File: config.mk
export PLATFORM = sky130hd
export DESIGN_NAME = ploc_occupancy_tracker
export DESIGN_NICKNAME = d
export VERILOG_FILES = /design/src/rtl/ploc_pkg.sv /design/src/rtl/bcd_updown_digit.sv /design/src/rtl/ploc_occupancy_tracker.sv
export SDC_FILE = /design/constraint.sdc
export NUM_CORES = 1
export LEC_CHECK = 0
export ABC_AREA = 1
export CAP_MARGIN = 10
export CORE_MARGIN = 3
export CORE_UTILIZATION = 25
export CTS_BUF_LIST = sky130_fd_sc_hd__clkbuf_8
export CTS_CLUSTER_SIZE = 8
export DETAILED_ROUTE_END_ITERATION = 6
export SYNTH_ARGS = -nofsm -noshare
export SYNTH_HDL_FRONTEND = slang
export SYNTH_SLANG_ARGS = --single-unit
File: constraint.sdc
create_clock -name i_clk -period 1.76 [get_ports i_clk]
set_input_delay 0.264 -clock i_clk [delete_from_list [all_inputs] [get_ports i_clk]]
set_output_delay 0.264 -clock i_clk [all_outputs]
set_load 0.01 [all_outputs]
File: src/rtl/ploc_pkg.sv
// ploc_pkg: shared types and constants for the parking-lot occupancy tracker.
//   t_occ_state : status FSM encoding (EMPTY / AVAIL / FULL / FAULT).
//   BCD_MAX     : largest value a single BCD digit may hold.
package ploc_pkg;

   typedef enum logic [1:0] {
      ST_EMPTY = 2'd0,
      ST_AVAIL = 2'd1,
      ST_FULL  = 2'd2,
      ST_FAULT = 2'd3
   } t_occ_state;

   localparam logic [3:0] BCD_MAX = 4'd9;

endpackage

File: src/rtl/bcd_updown_digit.sv
// bcd_updown_digit: one BCD digit that counts up or down by one.
//   i_clk, i_rst_n : clock, asynchronous active-low reset (digit resets to 0)
//   i_inc, i_dec   : step requests, never both high (inc wins if they are)
//   o_digit        : current digit value, 0..9
//   o_carry        : high when this step wraps 9 -> 0; drives the next digit's i_inc
//   o_borrow       : high when this step wraps 0 -> 9; drives the next digit's i_dec
// Carry and borrow are combinational so a whole digit chain steps in the same cycle.
module bcd_updown_digit
   import ploc_pkg::*;
(
   input  logic       i_clk,
   input  logic       i_rst_n,
   input  logic       i_inc,
   input  logic       i_dec,
   output logic [3:0] o_digit,
   output logic       o_carry,
   output logic       o_borrow
);

   logic [3:0] digit_q;

   always_ff @(posedge i_clk or negedge i_rst_n) begin
      if (!i_rst_n) begin
         digit_q <= 4'd0;
      end else if (i_inc) begin
         digit_q <= (digit_q == BCD_MAX) ? 4'd0 : digit_q + 4'd1;
      end else if (i_dec) begin
         digit_q <= (digit_q == 4'd0) ? BCD_MAX : digit_q - 4'd1;
      end
   end

   assign o_digit  = digit_q;
   assign o_carry  = i_inc && (digit_q == BCD_MAX);
   assign o_borrow = i_dec && !i_inc && (digit_q == 4'd0);

endmodule

File: src/rtl/ploc_occupancy_tracker.sv
// ploc_occupancy_tracker: lot occupancy counter with BCD mirror and status FSM.
//   i_clk, i_rst_n     : clock, asynchronous active-low reset
//   i_car_enter/exit   : one-cycle event pulses from the gate FSM
//   i_clr_err          : level; clears sticky flags and leaves FAULT
//   o_count, o_bcd     : occupancy in binary and in BCD (digit 0 in [3:0])
//   o_full, o_empty    : decode of o_count
//   o_err_over/under   : sticky illegal-event flags
//   o_fault            : status FSM is in ST_FAULT
//   o_state            : status FSM state, for observation
// Handshake: the event pulses carry no valid/ready pair; every pulse sampled on a
// rising edge is consumed on that edge and there is no backpressure.
module ploc_occupancy_tracker
   import ploc_pkg::*;
#(
   parameter  int CAPACITY   = 99,
   parameter  int BCD_DIGITS = 3,
   localparam int COUNT_W    = $clog2(CAPACITY + 1)
) (
   input  logic                    i_clk,
   input  logic                    i_rst_n,
   input  logic                    i_car_enter,
   input  logic                    i_car_exit,
   input  logic                    i_clr_err,
   output logic [COUNT_W-1:0]      o_count,
   output logic [4*BCD_DIGITS-1:0] o_bcd,
   output logic                    o_full,
   output logic                    o_empty,
   output logic                    o_err_over,
   output logic                    o_err_under,
   output logic                    o_fault,
   output t_occ_state              o_state
);

   localparam logic [COUNT_W-1:0] CAP_VAL = COUNT_W'(CAPACITY);

   logic [COUNT_W-1:0] count_q, count_d;
   logic               over_q, over_d;
   logic               under_q, under_d;
   t_occ_state         state_q, state_d;

   logic is_full, is_empty;
   logic do_inc, do_dec, ill_over, ill_under;

   assign is_full  = (count_q == CAP_VAL);
   assign is_empty = (count_q == '0);

   // Simultaneous enter and exit is a net-zero event and is never an error.
   assign do_inc    = i_car_enter && !i_car_exit && !is_full;
   assign do_dec    = i_car_exit && !i_car_enter && !is_empty;
   assign ill_over  = i_car_enter && !i_car_exit && is_full;
   assign ill_under = i_car_exit && !i_car_enter && is_empty;

   always_comb begin
      count_d = count_q;
      over_d  = over_q;
      under_d = under_q;
      state_d = state_q;

      if (do_inc) begin
         count_d = count_q + 1'b1;
      end else if (do_dec) begin
         count_d = count_q - 1'b1;
      end

      if (ill_over || ill_under) begin
         state_d = ST_FAULT;
         // A clear arriving with a new error drops the old flags but keeps the new one.
         if (state_q == ST_FAULT && i_clr_err) begin
            over_d  = ill_over;
            under_d = ill_under;
         end else begin
            over_d  = over_q || ill_over;
            under_d = under_q || ill_under;
         end
      end else if (state_q == ST_FAULT && !i_clr_err) begin
         state_d = ST_FAULT;
      end else begin
         if (state_q == ST_FAULT) begin
            over_d  = 1'b0;
            under_d = 1'b0;
         end
         if (count_d == '0) begin
            state_d = ST_EMPTY;
         end else if (count_d == CAP_VAL) begin
            state_d = ST_FULL;
         end else begin
            state_d = ST_AVAIL;
         end
      end
   end

   always_ff @(posedge i_clk or negedge i_rst_n) begin
      if (!i_rst_n) begin
         count_q <= '0;
         over_q  <= 1'b0;
         under_q <= 1'b0;
         state_q <= ST_EMPTY;
      end else begin
         count_q <= count_d;
         over_q  <= over_d;
         under_q <= under_d;
         state_q <= state_d;
      end
   end

   // BCD mirror: steps on exactly the same legal events as the binary count.
   logic [BCD_DIGITS-1:0] carry;
   logic [BCD_DIGITS-1:0] borrow;

   for (genvar i = 0; i < BCD_DIGITS; i++) begin : g_digit
      logic inc_in, dec_in;
      if (i == 0) begin : g_lsd
         assign inc_in = do_inc;
         assign dec_in = do_dec;
      end else begin : g_upper
         assign inc_in = carry[i-1];
         assign dec_in = borrow[i-1];
      end
      bcd_updown_digit u_digit (
         .i_clk    (i_clk),
         .i_rst_n  (i_rst_n),
         .i_inc    (inc_in),
         .i_dec    (dec_in),
         .o_digit  (o_bcd[4*i +: 4]),
         .o_carry  (carry[i]),
         .o_borrow (borrow[i])
      );
   end

   // The most significant carry/borrow cannot fire because the count stays
   // within 0..CAPACITY, which always fits in BCD_DIGITS digits.
   logic msd_wrap_unused;
   assign msd_wrap_unused = carry[BCD_DIGITS-1] | borrow[BCD_DIGITS-1];

   assign o_count     = count_q;
   assign o_full      = is_full;
   assign o_empty     = is_empty;
   assign o_err_over  = over_q;
   assign o_err_under = under_q;
   assign o_fault     = (state_q == ST_FAULT);
   assign o_state     = state_q;

endmodule

== Yosys cells after proc, flatten, opt, wreduce, memory -nomap -nowiden ==
Index checks and enable logic that the tools add are counted.
Word-level totals
  bits in writable memories: 0
  bits of input ports: 5
  memory bits (read-only): 0
  bits in registers: 23
  bits in latches: 0
  memories kept: 0
Operators by class
  shift-type cells: 0
  eq/ne operators: 7
  add/subtract/negate cells: 8
  div/mod/pow operators: 0
  bitwise gates (word level): 0
  reduce and logical (&&, ||, !) cells: 34
  $mul: 0
  magnitude comparators: 0
  mux-type cells: 24
Operators with widths (count)
  $mux W4: 12
  $eq A7 B7 Y1 const B: 2
  $logic_and A1 B1 Y1: 14
  $logic_not A7 Y1: 2
  $mux W7: 2
  $add A4 B1 Y4 const B: 3
  $eq A4 B4 Y1 const B: 3
  $logic_not A4 Y1: 3
  $sub A4 B1 Y4 const B: 3
  $mux W2: 4
  $reduce_bool A2 Y1: 4
  $add A7 B1 Y7 const B: 1
  $logic_not A1 Y1: 7
  $sub A7 B1 Y7 const B: 1
  $mux W1: 6
  $logic_or A1 B1 Y1: 3
  $eq A2 B2 Y1 const B: 1
  $ne A2 B2 Y1 const B: 1
  $reduce_and A2 Y1: 1

== Logic depth before layout (Yosys ltp) ==
  depth after elaboration: 10
  mapped depth: 15

== Cells and area by module ==
Synthesis repeated with hierarchy kept, for this count alone.
Unflattened totals
  cell total of the unflattened synthesis: 257
  area, all modules: 1770.4 um2
By module, submodules not included
  bcd_updown_digit: area each 304.0 um2, cells each 47, instances 3
  ploc_occupancy_tracker: area each 858.3 um2, cells each 116, instances 1

== Worst setup path before layout ==
OpenSTA, ideal clock, no wires.
  kind: reg-to-reg
  from: register count_q[0], in the netlist o_count[0]
  to: register g_digit[1].u_digit.digit_q[0]
  path slack: -0.072 ns
  setup time: 0.131 ns
  period minus slack after synthesis: 1.832 ns
  cell stages (with the launch flop): 11
  data required time: 1.629 ns
  path buffers: 1
  data arrival time: 1.702 ns
  cell sequence: dfrtp_1 inv_1 ha_1 inv_1 nor2_1 nand3_2 nand2_4 nor3_2 or2_1 buf_6 xor2_1
On the way
  cells in the longest elaborated chain, start to end: 7
RTL lines
  start: declaration: RTL line ploc_occupancy_tracker.sv:36  | logic [COUNT_W-1:0] count_q, count_d;
  start signal: assignment: RTL line ploc_occupancy_tracker.sv:99  | count_q <= count_d;
  $eq A7 B7 Y1: RTL line ploc_occupancy_tracker.sv:44  | assign is_full = (count_q == CAP_VAL);
  $logic_not A1 Y1: RTL line ploc_occupancy_tracker.sv:48  | assign do_inc = i_car_enter && !i_car_exit && !is_full;
  $logic_and A1 B1 Y1: RTL line ploc_occupancy_tracker.sv:48
  $logic_not A1 Y1: RTL line bcd_updown_digit.sv:34  | assign o_borrow = i_dec && !i_inc && (digit_q == 4'd0);
  $logic_and A1 B1 Y1 (2 in series): RTL line bcd_updown_digit.sv:34
  $reduce_bool A2 Y1 (no source line)
  end signal: assignment: RTL line bcd_updown_digit.sv:26  | digit_q <= (digit_q == BCD_MAX) ? 4'd0 : digit_q + 4'd1;
  end signal: assignment: RTL line bcd_updown_digit.sv:28  | digit_q <= (digit_q == 4'd0) ? BCD_MAX : digit_q - 4'd1;
  end: declaration: RTL line bcd_updown_digit.sv:20  | logic [3:0] digit_q;
Several ways; a longest one is shown, not always the timed one.
A chain may end at the register's enable or synchronous reset.

== Worst setup path in the final report ==
  from: register count_q[0], in the netlist o_count[0]
  to: register state_q[0], in the netlist o_state[0]
On the way
  cells in the longest elaborated chain, start to end: 10
RTL lines
  parallel branches: the longest is 4 deep, another holds $sub A7 B1 Y7
  $mux W7 *: RTL line ploc_occupancy_tracker.sv:59  | if (do_inc) begin
  net count_d[2]: RTL line ploc_occupancy_tracker.sv:36
  $eq A7 B7 Y1: RTL line ploc_occupancy_tracker.sv:84  | end else if (count_d == CAP_VAL) begin
  $mux W2: RTL line ploc_occupancy_tracker.sv:84
  $mux W2 *: RTL line ploc_occupancy_tracker.sv:82  | if (count_d == '0) begin
  $mux W2 *: RTL line ploc_occupancy_tracker.sv:75  | end else if (state_q == ST_FAULT && !i_clr_err) begin
  $mux W2 *: RTL line ploc_occupancy_tracker.sv:65  | if (ill_over || ill_under) begin
  net state_d[0]: RTL line ploc_occupancy_tracker.sv:39  | t_occ_state state_q, state_d;
  end signal: assignment: RTL line ploc_occupancy_tracker.sv:102  | state_q <= state_d;
  end: declaration: RTL line ploc_occupancy_tracker.sv:39
Mark *: on every way through the listed nets, which the timed path passes.

==> impl_metrics.env <==
export IMPL_max_stage_delay_ns=0.42
export IMPL_slew_headroom=0.778
export IMPL_setup_tns_ns=-0.404
export IMPL_crit_top_cell="nand2_1"
export IMPL_worst_ep_arrival_time_ns=2.01
export IMPL_cp_start_kind="flop"
export IMPL_rsz0062_at_grt="true"
export IMPL_ant_nets=0
export IMPL_violations="setup timing"
export IMPL_finalCritPeriodShare=1.05
export IMPL_endpoint_kind="flop"
export IMPL_final_cell_mix="nand2_1, buf_4, inv_1"
export IMPL_pwr_share_clk=0.088
export IMPL_die_h_um=88.9
export IMPL_grt_pass1_wl_um=7670
export IMPL_p_sw_mw=1.79
export IMPL_route_vias_total=1769
export IMPL_avgViaCountPerCell=4.52
export IMPL_syn_area_per_cell_um2=7.04
export IMPL_num_rows=29
export IMPL_firstDrtPassIters=4
export IMPL_fin_hold_ws_ns=0.352
export IMPL_synthCells=244
export IMPL_start_util=0.264
export IMPL_hold_class="input port to async pin"
export IMPL_drc_errors=0
export IMPL_setup_violations_final=10
export IMPL_grt_pass1_vias=1666
export IMPL_antennaDiodeCount=0
export IMPL_yosys_cell_types_count=33
export IMPL_num_nets_final=323
export IMPL_h_tree_depth=1
export IMPL_drive_above_1_share=0.299
export IMPL_path_cells="buf_6, inv_4, ha_4, inv_2, nor2_4, nand3_4, nand3_1, o21ai_1, nand2_1, nand2_1, nor2_4, nand3_1, nand2_1, nand2_1"
export IMPL_outcome="finished, violations left"
export IMPL_cts_hold_buffers=0
export IMPL_die_area_um2=7900
export IMPL_dp_hpwl_um=3280
export IMPL_power_density_nw_per_um2=1560
export IMPL_path_class="flop to flop"
export IMPL_switching_share=0.453
export IMPL_synth_fp_nets=252
export IMPL_clock_sinks=23
export IMPL_worst_slack_ns=-0.0939
export IMPL_clock_tree_root_cell="clkbuf_8"
export IMPL_core_um2=6490
export IMPL_layout_commonest_cell="nand2_1"
export IMPL_max_freq_mhz=539
export IMPL_worstMarginPinSlew_ns=0.333
export IMPL_cts_tree="done"
export IMPL_num_fill_cells=670
export IMPL_antenna_found_initial=0
export IMPL_grt_overflow_total=0
export IMPL_path_buf_inv=3
export IMPL_irDropWorstVdd_mv=0.608
export IMPL_clock_latency_ns=0.27
export IMPL_clk_pin_slew_worst_paths_ns=0.10
export IMPL_wl_per_cell_um=11.4
export IMPL_cp_required_ns=1.92
export IMPL_drt_iter0_drc=115
export IMPL_synth_ff_latch_count=23
export IMPL_p_leak_nw=1.28
export IMPL_path_max_fanout=6
export IMPL_skew_ns=0.00927
export IMPL_maxSlewViolCount=0
export IMPL_ios=31
export IMPL_routed_wl_um=4450
export IMPL_yosys_warnings=0
export IMPL_area_delta_synth_final_pct=47.8
export IMPL_drv_cap=0
export IMPL_grt_max_degree=24
export IMPL_combPwrFrac=0.648
export IMPL_hold_viol=0
export IMPL_ys_seq_area_frac=0.335
export IMPL_portBuffers=30
export IMPL_period_needed_ns=1.85
export IMPL_die_x_um=88.9
export IMPL_grt_use_total=0.121
export IMPL_gp_congestion=0.839
export IMPL_clk_path_buf_depth=2
export IMPL_critical_path_top_delay_family="simple AND/OR/NAND/NOR gates"
export IMPL_cts_buffers_inserted=3
export IMPL_critPathSlowestCell="dfrtp_2"
export IMPL_internal_power_mw=2.16
export IMPL_netlist_area_um2=1720
export IMPL_p_seq_frac=0.264
==> power groups by stage <==
stage / combinational, mW / sequential, mW / clock, mW
after CTS: 2.46 / 1.04 / 0.364
final: 2.56 / 1.04 / 0.347
after floorplan: 1.20 / 1.12 / 0
after global placement: 2.25 / 1.05 / 0
after global routing: 2.87 / 1.09 / 0.385
after detailed placement: 2.27 / 1.05 / 0
==> cell usage after synthesis, drive strengths merged <==
cell | count | area, um^2
a31oi | 2 | 18.8
dfrtp | 23 | 576
a221oi | 1 | 8.76
nand4 | 6 | 37.5
o31ai | 1 | 7.51
nor3 | 2 | 15.0
nor2 | 35 | 166
nand2 | 68 | 304
xor2 | 5 | 43.8
ha | 3 | 37.5
or2 | 1 | 6.26
buf | 2 | 22.5
nand3 | 23 | 138
inv | 43 | 164
o311ai | 1 | 8.76
o21ai | 19 | 103
o211ai | 3 | 27.5
o22ai | 2 | 12.5
a21oi | 4 | 20.0
==> per-layer routing <==
layer  track usage  part of all wire  routed length, um
met5             0                 0                  0
met4        0.0206            0.0079                 35
met3        0.0279             0.050                223
met2         0.204              0.48               2120
met1         0.160              0.46               2070
==> sequential cells by signal, indices dropped and copies added (netlist names) <==
| signal | count |
|---|---|
| g_digit.u_digit.o_digit | 12 |
| o_state | 2 |
| o_count | 7 |
| o_err_over | 1 |
| o_err_under | 1 |
==> layout make-up <==
| class | count | area (um^2) | share of cell area |
|---|---|---|---|
| Clock inverter | 1 | 3.75 | 0.00148 |
| Sequential cell | 23 | 578 | 0.228 |
| Clock buffer | 3 | 41.3 | 0.0163 |
| Multi-Input combinational cell | 176 | 1050 | 0.416 |
| Inverter | 43 | 166 | 0.0656 |
| Timing Repair Buffer | 68 | 597 | 0.235 |
| Tap cell | 77 | 96.3 | 0.0380 |
==> worst register-to-register path, cell delays in order (launching register included) <==
cell	delay (ns)
dfrtp_2	0.42
buf_6	0.12
inv_4	0.05
ha_4	0.12
inv_2	0.04
nor2_4	0.11
nand3_4	0.15
nand3_1	0.16
o21ai_1	0.08
nand2_1	0.06
nand2_1	0.09
nor2_4	0.14
nand3_1	0.08
nand2_1	0.07
nand2_1	0.04
==> repair_timing <==
action	in CTS	in global routing
setup endpoints to repair	8	17
pin swaps	3	10
buffers inserted	7	5
gates resized for setup	22	18
==> path summary, 6_finish.rpt <==
kind,start,endpoint,slack (ns),cells past startpoint
min in group i_clk,o_err_under,o_err_under,0.53,2
min reg2reg,o_err_under,o_err_under,0.53,2
max reg2reg,o_count[0],o_state[0],-0.09,14
max,o_count[0],o_state[0],-0.09,14
min,i_rst_n,g_digit[0].u_digit.o_digit[1],0.35,2
max in group asynchronous,i_rst_n,o_count[1],1.13,2
==> per-stage QoR <==
stage                     instances  instance area [um^2]  power, mW  setup WS (ns)   util
after floorplan                 244                  1720       2.32         0.0171      -
after global placement          375                  2290       3.30         -0.192  0.353
after detailed placement        375                  2290       3.32         -0.187  0.353
after CTS                       386                  2450       3.87        -0.0836  0.377
after global routing            391                  2540       4.34         -0.200  0.391
final                           391                  2540       3.95        -0.0939  0.391
==> cells by family (layout without fill, tap and decap cells) <==
group	after synthesis	in the layout	share of synthesized area
flip-flops	23	23	0.335
buffers and inverters	45	115	0.109
AO/OA/AOI/OAI	33	33	0.120
XOR/XNOR	5	5	0.0255
AND/OR/NAND/NOR	135	135	0.388
adder cells (fa/ha/maj)	3	3	0.0219
(Power assumes the default switching activity.)
